$ cat config.mk
export PLATFORM = sky130hd
export DESIGN_NAME = qos_dequeue_scheduler
export DESIGN_NICKNAME = d
export VERILOG_FILES = /design/src/rtl/qos_dequeue_scheduler.sv
export SDC_FILE = /design/constraint.sdc
export NUM_CORES = 1
export LEC_CHECK = 0
export ABC_CLOCK_PERIOD_IN_PS = 2300
export CAP_MARGIN = 30
export CORE_MARGIN = 4
export CORE_UTILIZATION = 35
export DETAILED_ROUTE_END_ITERATION = 8
export HOLD_SLACK_MARGIN = 0.02
export PLACE_DENSITY = 0.57
export SLEW_MARGIN = 20
export SYNTH_ARGS = -nofsm -noshare
export SYNTH_HDL_FRONTEND = slang
export SYNTH_SLANG_ARGS = --single-unit
$ cat constraint.sdc
create_clock -name clk -period 2.3 [get_ports clk]
set_input_delay 0.46 -clock clk [delete_from_list [all_inputs] [get_ports clk]]
set_output_delay 0.46 -clock clk [all_outputs]
set_load 0.1 [all_outputs]
$ cat src/rtl/qos_dequeue_scheduler.sv
// qos_dequeue_scheduler: whole-packet weighted strict-priority dequeue of hi/lo FIFOs with lo anti-starvation credit
module qos_dequeue_scheduler #(
  parameter int CNT_W    = 16,
  parameter int WEIGHT_W = 4
) (
  input  logic                clk,
  input  logic                rst,
  input  logic                sched_en,
  input  logic                cfg_wen,
  input  logic [WEIGHT_W-1:0] cfg_hi_weight,
  input  logic                hi_empty,
  input  logic                hi_eop,
  input  logic                lo_empty,
  input  logic                lo_eop,
  input  logic                out_rdy,
  output logic                hi_rd_en,
  output logic                lo_rd_en,
  output logic                out_wr,
  output logic                out_sel,
  output logic [CNT_W-1:0]    hi_pkt_cnt,
  output logic [CNT_W-1:0]    lo_pkt_cnt
);
  typedef enum logic [1:0] {IDLE, SEND_HI, SEND_LO} state_t;
  state_t state, state_nxt;
  logic [WEIGHT_W-1:0] weight, burst_cnt, burst_nxt;
  logic lo_starved;
  // pops follow the active class; IDLE decides the next packet class and burst credit
  always_comb begin
    state_nxt  = state;
    burst_nxt  = burst_cnt;
    hi_rd_en   = (state == SEND_HI) && !hi_empty && out_rdy;
    lo_rd_en   = (state == SEND_LO) && !lo_empty && out_rdy;
    out_wr     = hi_rd_en | lo_rd_en;
    lo_starved = (weight != '0) && (burst_cnt >= weight) && !lo_empty;
    case (state)
      IDLE: begin
        if (sched_en) begin
          if (lo_starved) begin
            state_nxt = SEND_LO;
            burst_nxt = '0;
          end else if (!hi_empty) begin
            state_nxt = SEND_HI;
            burst_nxt = lo_empty ? '0 : (&burst_cnt ? burst_cnt : burst_cnt + 1'b1);
          end else if (!lo_empty) begin
            state_nxt = SEND_LO;
            burst_nxt = '0;
          end
        end
      end
      SEND_HI: state_nxt = (hi_rd_en && hi_eop) ? IDLE : SEND_HI;
      SEND_LO: state_nxt = (lo_rd_en && lo_eop) ? IDLE : SEND_LO;
      default: state_nxt = IDLE;
    endcase
  end
  // state, config, burst credit, output select and packet counters
  always_ff @(posedge clk or negedge rst) begin
    if (!rst) begin
      state      <= IDLE;
      weight     <= WEIGHT_W'(4);
      burst_cnt  <= '0;
      out_sel    <= 1'b1;
      hi_pkt_cnt <= '0;
      lo_pkt_cnt <= '0;
    end else begin
      state      <= state_nxt;
      burst_cnt  <= burst_nxt;
      weight     <= cfg_wen ? cfg_hi_weight : weight;
      out_sel    <= (state == IDLE && state_nxt != IDLE) ? (state_nxt == SEND_HI) : out_sel;
      hi_pkt_cnt <= hi_pkt_cnt + CNT_W'(hi_rd_en && hi_eop);
      lo_pkt_cnt <= lo_pkt_cnt + CNT_W'(lo_rd_en && lo_eop);
    end
  end
endmodule
==> results.md, run 1 <==
* Worst Hold Class: in2async
* Die Height at 83.0 um
* Buffer and inverter count on the worst path at 4
* DP HPWL at 3430 um
* Fmax at 446 MHz
* DRC viols at 0
* Post-synthesis sequential area ratio at 54.7%
* Synth warnings at 0
* Syn Nets at between 150 and 200
* Crit-path cells: clkdlybuf4s50_1 -> buf_4 -> nor4b_4 -> buf_4 -> or2_2 -> buf_12
* Leakage power at 1.37 nW
* Post-DP Area at 2760 sq um
* Post-cts resize count at 0
* Synth Cell Area at 1970 sq um
* First-pass GRT wire length at 7610 um
* CTS Buf Count at 5
* Fill count at just over 500
* ANT cells at 0
* Initial Util at roughly 36%
* CTS tree: done
* Die width at just over 80 um
* Final wirelength at 4350 um
* Via count at 1567
* Share of power burned in registers at 41.1%
* Largest net degree at the start of global routing at 44
* Routed vias/inst at 4.91
* Hold-fix buffers, CTS at 0
* Final nets at 268
* Area of the core at 5470 sq um
* Clock buffer depth at 2
* Max VDD drop at 0.558 mV
* Status: completed
* CP arrival at 1780 ps
* Initial DRC count at 37
* Crit path kind: in2out
* Pint at 0.00139 W
* Yosys reg bits at between 40 and 50
* Combinational power share at 37.4%
* Clock sinks at 43
* Critical path fanouts, max at 2
* Final core utilization at a little over half
* Clock group share of total power at 21.5%
* Clk root buf: clkbuf_8
* Family with the most delay on the worst path: buffers and inverters
* Synth unique cells at 33
* Final Cycle Share at 97.5%
* Multi-input gate area at 1010 sq um
* Die area at between 6000 and 7000 sq um
* Mapped Cells at ~180
* Initial antenna violation count at 0
* Slowest cell on the critical path: clkdlybuf4s50_1
* Worst skew pair latency at 290 ps
* CP Capture Type: output pin
* Worst path max stage delay at between 400 and 500 ps
* Final Power at 0.00243 W
* Tightest Pin Transition at 417 ps
* H-tree depth reported by CTS at 2
* Total gr overflow at 0
* Number of cell rows at 27
* Per-cell routed wire length at 13.6 um
* Final ANT Viol Nets at 0
* Minimum clock period at 2240 ps
* Worst Path Required at around 1800 ps
* Setup crit start kind: input port
* Clock slew at reported path FFs at 80 ps
* Pwr dens at 851 nW/um^2
* Final setup vio count at 0
* Syn avg cell area at 11.3 sq um
* Routability cong. at 0.779
* Vias in the first global route at about 1.6k
* Worst slew margin at 72.2%
* Final Skew at 8.17 ps
* Switching power at 0.00104 W
* I/O pin total at between 40 and 50
* DRT Pass-1 Iters at 4
* Net Sw Frac at 42.7%
* Layout cells sized above 1 at 34.4%
* Most frequent cell on the critical path: buf_4
* Final Slew Violations at 0
* Post-route cell area at 2860 sq um
* RSZ-0062 raised after global routing: false
* Final-report hold violation count at 0
* Setup bufs post-CTS at 0
* TNS Setup at 0 ps
* Port Buffers at 48
* Number of max-cap violations at 0
* FF/Latch Area at 1080 sq um
* Area grow syn2layout at 45.1%
* GRT Util Overall at 13.5%
==> per-stage QoR <==
stage | std cells | hold slack, ps | setup slack [ps]
floorplan | 175 | 164 | -758
global placement | 311 | 452 | -191
detailed placement | 311 | 455 | -257
CTS | 319 | 133 | 54.1
global route | 319 | 149 | 2.22
finish | 319 | 136 | 58.1
==> flip-flops by register name, summed over array words and instances (netlist names) <==
register / count
burst_cnt: 4
hi_pkt_cnt: 16
lo_pkt_cnt: 16
out_sel: 1
state: 2
weight: 4
==> cell type report <==
type                       instances  share of cell area (%)
sequential                        43                    37.7
multi-input combinational        126                    35.3
timing repair buffer              64                    19.4
clock buffer                       7                    3.37
tap                               72                    3.15
inverter                           6                   0.787
clock inverter                     1                   0.262
==> cell usage in the layout (no fill, tap or decap), types with 3 or more instances in the layout <==
cell,synthesis,routed
inv_1,6,5
buf_4,0,48
ha_1,9,5
ha_4,0,4
clkdlybuf4s50_1,0,11
a21oi_1,8,8
nand4_1,6,6
nand2_1,14,12
clkbuf_8,0,7
and4_1,3,3
dfrtp_1,41,41
nand2b_1,4,3
buf_12,0,4
xor2_1,9,9
nand3_2,0,5
nand3_1,11,6
and3_1,7,6
nor2_1,8,6
o21ai_0,7,7
xnor2_1,19,19
==> power groups by stage <==
| stage | logic, W | registers [W] | clock network (W) |
|---|---|---|---|
| after global routing | 0.000963 | 0.00102 | 0.000584 |
| after floorplan | 0.000250 | 0.00141 | 0 |
| after global placement | 0.000904 | 0.00101 | 0 |
| after detailed placement | 0.000918 | 0.00102 | 0 |
| final | 0.000911 | 0.00100 | 0.000523 |
| after CTS | 0.000921 | 0.00100 | 0.000551 |
==> worst paths after layout <==
check,start,slack (ps),cells past startpoint,to
worst max-delay path,out_rdy,60,6,out_wr
worst min-delay path,rst,140,2,lo_pkt_cnt[0]
worst max register to register,state[0],190,8,hi_pkt_cnt[14]
worst min register to register,lo_pkt_cnt[15],480,1,lo_pkt_cnt[15]
max in group asynchronous,rst,1900,2,out_sel
min in group clk,lo_pkt_cnt[15],480,1,lo_pkt_cnt[15]
==> logic make-up (layout without fill, tap and decap cells) <==
family / Yosys count / in the layout / share of synthesized area [%]
adder cells (fa/ha/maj): 9 / 9 / 5.71
XOR/XNOR: 28 / 28 / 12.4
buffers and inverters: 6 / 78 / 1.14
flip-flops: 43 / 43 / 54.7
AO/OA/AOI/OAI: 21 / 21 / 6.60
multiplexers: 1 / 1 / 0.571
AND/OR/NAND/NOR: 67 / 67 / 18.8
==> routing by layer <==
layer / part of all wire [%] / GRT usage [%] / up-vias
met1: 45 / 16.0 / 770
li1: - / - / 756
met5: 0 / 0 / -
met4: 1.3 / 4.46 / 0
met2: 48 / 22.6 / 36
met3: 5.1 / 4.86 / 5
==> synthesized netlist by cell type <==
| master | count | share of area, % |
|---|---|---|
| dfrtp_1 | 41 | 52 |
| xnor2_1 | 19 | 8.4 |
| nand2_1 | 14 | 2.7 |
| nand3_1 | 11 | 2.8 |
| ha_1 | 9 | 5.7 |
| xor2_1 | 9 | 4.0 |
| a21oi_1 | 8 | 2.0 |
| nor2_1 | 8 | 1.5 |
| and3_1 | 7 | 2.2 |
| o21ai_0 | 7 | 1.8 |
| inv_1 | 6 | 1.1 |
| nand4_1 | 6 | 1.9 |
| nand2b_1 | 4 | 1.3 |
| and2_1 | 3 | 0.95 |
| and4_1 | 3 | 1.3 |
| dfstp_2 | 2 | 2.7 |
| nor4_1 | 2 | 0.63 |
| a211oi_2 | 1 | 0.63 |
| a21boi_0 | 1 | 0.38 |
| a22o_1 | 1 | 0.44 |
| a32o_1 | 1 | 0.51 |
| mux2_2 | 1 | 0.57 |
| nand3b_1 | 1 | 0.38 |
| nor2b_1 | 1 | 0.32 |
| nor3_1 | 1 | 0.25 |
| nor4b_1 | 1 | 0.44 |
| nor4bb_1 | 1 | 0.51 |
| o2111ai_1 | 1 | 0.44 |
| o21a_1 | 1 | 0.38 |
| or2_1 | 1 | 0.32 |
| or2_2 | 1 | 0.32 |
| or3b_1 | 1 | 0.44 |
| or4b_1 | 1 | 0.51 |
Power figures use the tool's default switching activity.
==> run 2, diff against run 1 <==
GPL_TIMING_DRIVEN = 0   (was not set)
==> results.md, run 2 (synthesis results as in run 1) <==
* Multi-input gate area at 1020 sq um
* Post-DP Area at 2700 sq um
* First-pass GRT wire length at between 7000 and 8000 um
* Final Slew Violations at 0
* Crit path kind: reg2out
* Post-route cell area at 2800 sq um
* RSZ-0062 raised after global routing: false
* Final wirelength at 4160 um
* Clk root buf: clkbuf_8
* Routed vias/inst at ~4.9
* Number of cell rows at 27
* Initial Util at a little over a third
* Layout cells sized above 1 at 18.8%
* CP arrival at 1700 ps
* Final-report hold violation count at 0
* Tightest Pin Transition at 973 ps
* CP Capture Type: output pin
* Initial antenna violation count at 0
* Slowest cell on the critical path: dlygate4sd2_1
* Final Cycle Share at 93.8%
* H-tree depth reported by CTS at 2
* Via count at 1502
* CTS Buf Count at 5
* Final Skew at around 7.6 ps
* Worst path max stage delay at 910 ps
* Final setup vio count at 0
* Routability cong. at 0.775
* Leakage power at around 1.4 nW
* DRT Pass-1 Iters at 4
* Final ANT Viol Nets at 0
* Pwr dens at 848 nW/um^2
* Final nets at 255
* Most frequent cells in the layout: dfrtp_1, dlygate4sd2_1, xnor2_1
* Worst skew pair latency at ~290 ps
* GRT Util Overall at 12.7%
* Minimum clock period at roughly 2200 ps
* Critical path fanouts, max at 5
* Max VDD drop at 0.368 mV
* Worst slew margin at between 30% and 40%
* Fmax at around 460 MHz
* Total gr overflow at 0
* Die area at ~6900 sq um
* DP HPWL at ~3300 um
* ANT cells at 0
* Worst Hold Class: in2async
* DRC viols at 0
* Vias in the first global route at about 1.5k
* Setup crit start kind: flip-flop
* Clock slew at reported path FFs at 80 ps
* Area grow syn2layout at 41.9%
* R2r setup slk at 180 ps
* Per-cell routed wire length at about 14 um
* FF/Latch Area at 1080 sq um
* Die width at between 80 and 90 um
* Area of the core at 5470 sq um
* Crit-path cells: dlygate4sd2_1
* Clock sinks at 43
* Hold WS at 68.8 ps
* Buffer and inverter count on the worst path at 1
* Clock buffer depth at 2
* Leading cell type in the layout, fill and taps excluded: dfrtp_1
* Worst Path Required at approximately 1800 ps
* TNS Setup at 0 ps
* Initial DRC count at 84
* Port Buffers at 48
* Die Height at 83.0 um
* Number of max-cap violations at 0
* I/O pin total at 49
* Status: completed
* Family with the most delay on the worst path: buffers and inverters
* Largest regs: hi_pkt_cnt: 16 flops, lo_pkt_cnt: 16 flops
* Final core utilization at 51.1%
* Fill count at 513
* Largest net degree at the start of global routing at 30
* CTS tree: done
* Hold-fix buffers, CTS at 0
## run 2: changes by cell type in the layout (fill, tap and decap cells not counted), moves of 2 or more
cell             before  now
dlygate4sd2_1         0   31
dlymetal6s2s_1        0    5
dfrtp_1              41   39
buf_12                4    1
buf_4                48    4
dfrtp_2               0    2
clkdlybuf4s50_1      11    8
## run 2: layer usage
layer / GRT usage [%] / share of wire, % / wire, um
met5: 0 / 0 / 0
met1: 16.3 / 45 / 1870
met2: 21.1 / 50 / 2070
met3: 3.08 / 4.9 / 205
met4: 4.16 / 0.29 / 12
## run 2: final timing paths
check / startpoint / to / depth (start not counted)
max: lo_pkt_cnt[1] / lo_pkt_cnt[1] / 1
min: rst / hi_pkt_cnt[14] / 1
max reg2reg: burst_cnt[0] / state[0] / 7
min reg2reg: lo_pkt_cnt[15] / lo_pkt_cnt[15] / 1
max in group asynchronous: rst / out_sel / 2
min in group clk: lo_pkt_cnt[15] / lo_pkt_cnt[15] / 1
## run 2: metrics by stage
step           worst slack, ps  std cells  total power (W)
2_1_floorplan             -758        175          0.00166
3_3_place_gp              -852        295          0.00188
3_5_place_dp              -863        296          0.00191
4_1_cts                   7.68        305          0.00240
5_1_grt                   25.5        306          0.00251
6_report                   143        306          0.00237
## run 2: timing repair
item,in CTS,in global routing
buffers inserted,1,1
endpoints found under the setup margin,39,11
pin swaps,1,2
resized for setup,48,11
## run 2: where the power goes
part	leakage (nW)	switching [W]	total, W	internal [W]
logic	0.816	0.000638	0.000849	0.000211
clock network	0.0505	0.000248	0.000521	0.000273
registers	0.575	0.000140	0.00100	0.000861
## run 2: worst register-to-register path, delay by kind of cell, from the launching register on
kind / cells / cell delay [ps]
flops: 1 / 400
buf+inv: 1 / 70
compound gates: 3 / 450
simple gates: 2 / 860
fa+ha+maj: 1 / 260
## run 2: layout make-up
cell class,count,area share [%]
Multi-Input combinational cell,126,36.6
Sequential cell,43,38.7
Clock inverter,1,0.268
Timing Repair Buffer,51,17.0
Inverter,6,0.805
Tap cell,72,3.22
Clock buffer,7,3.45
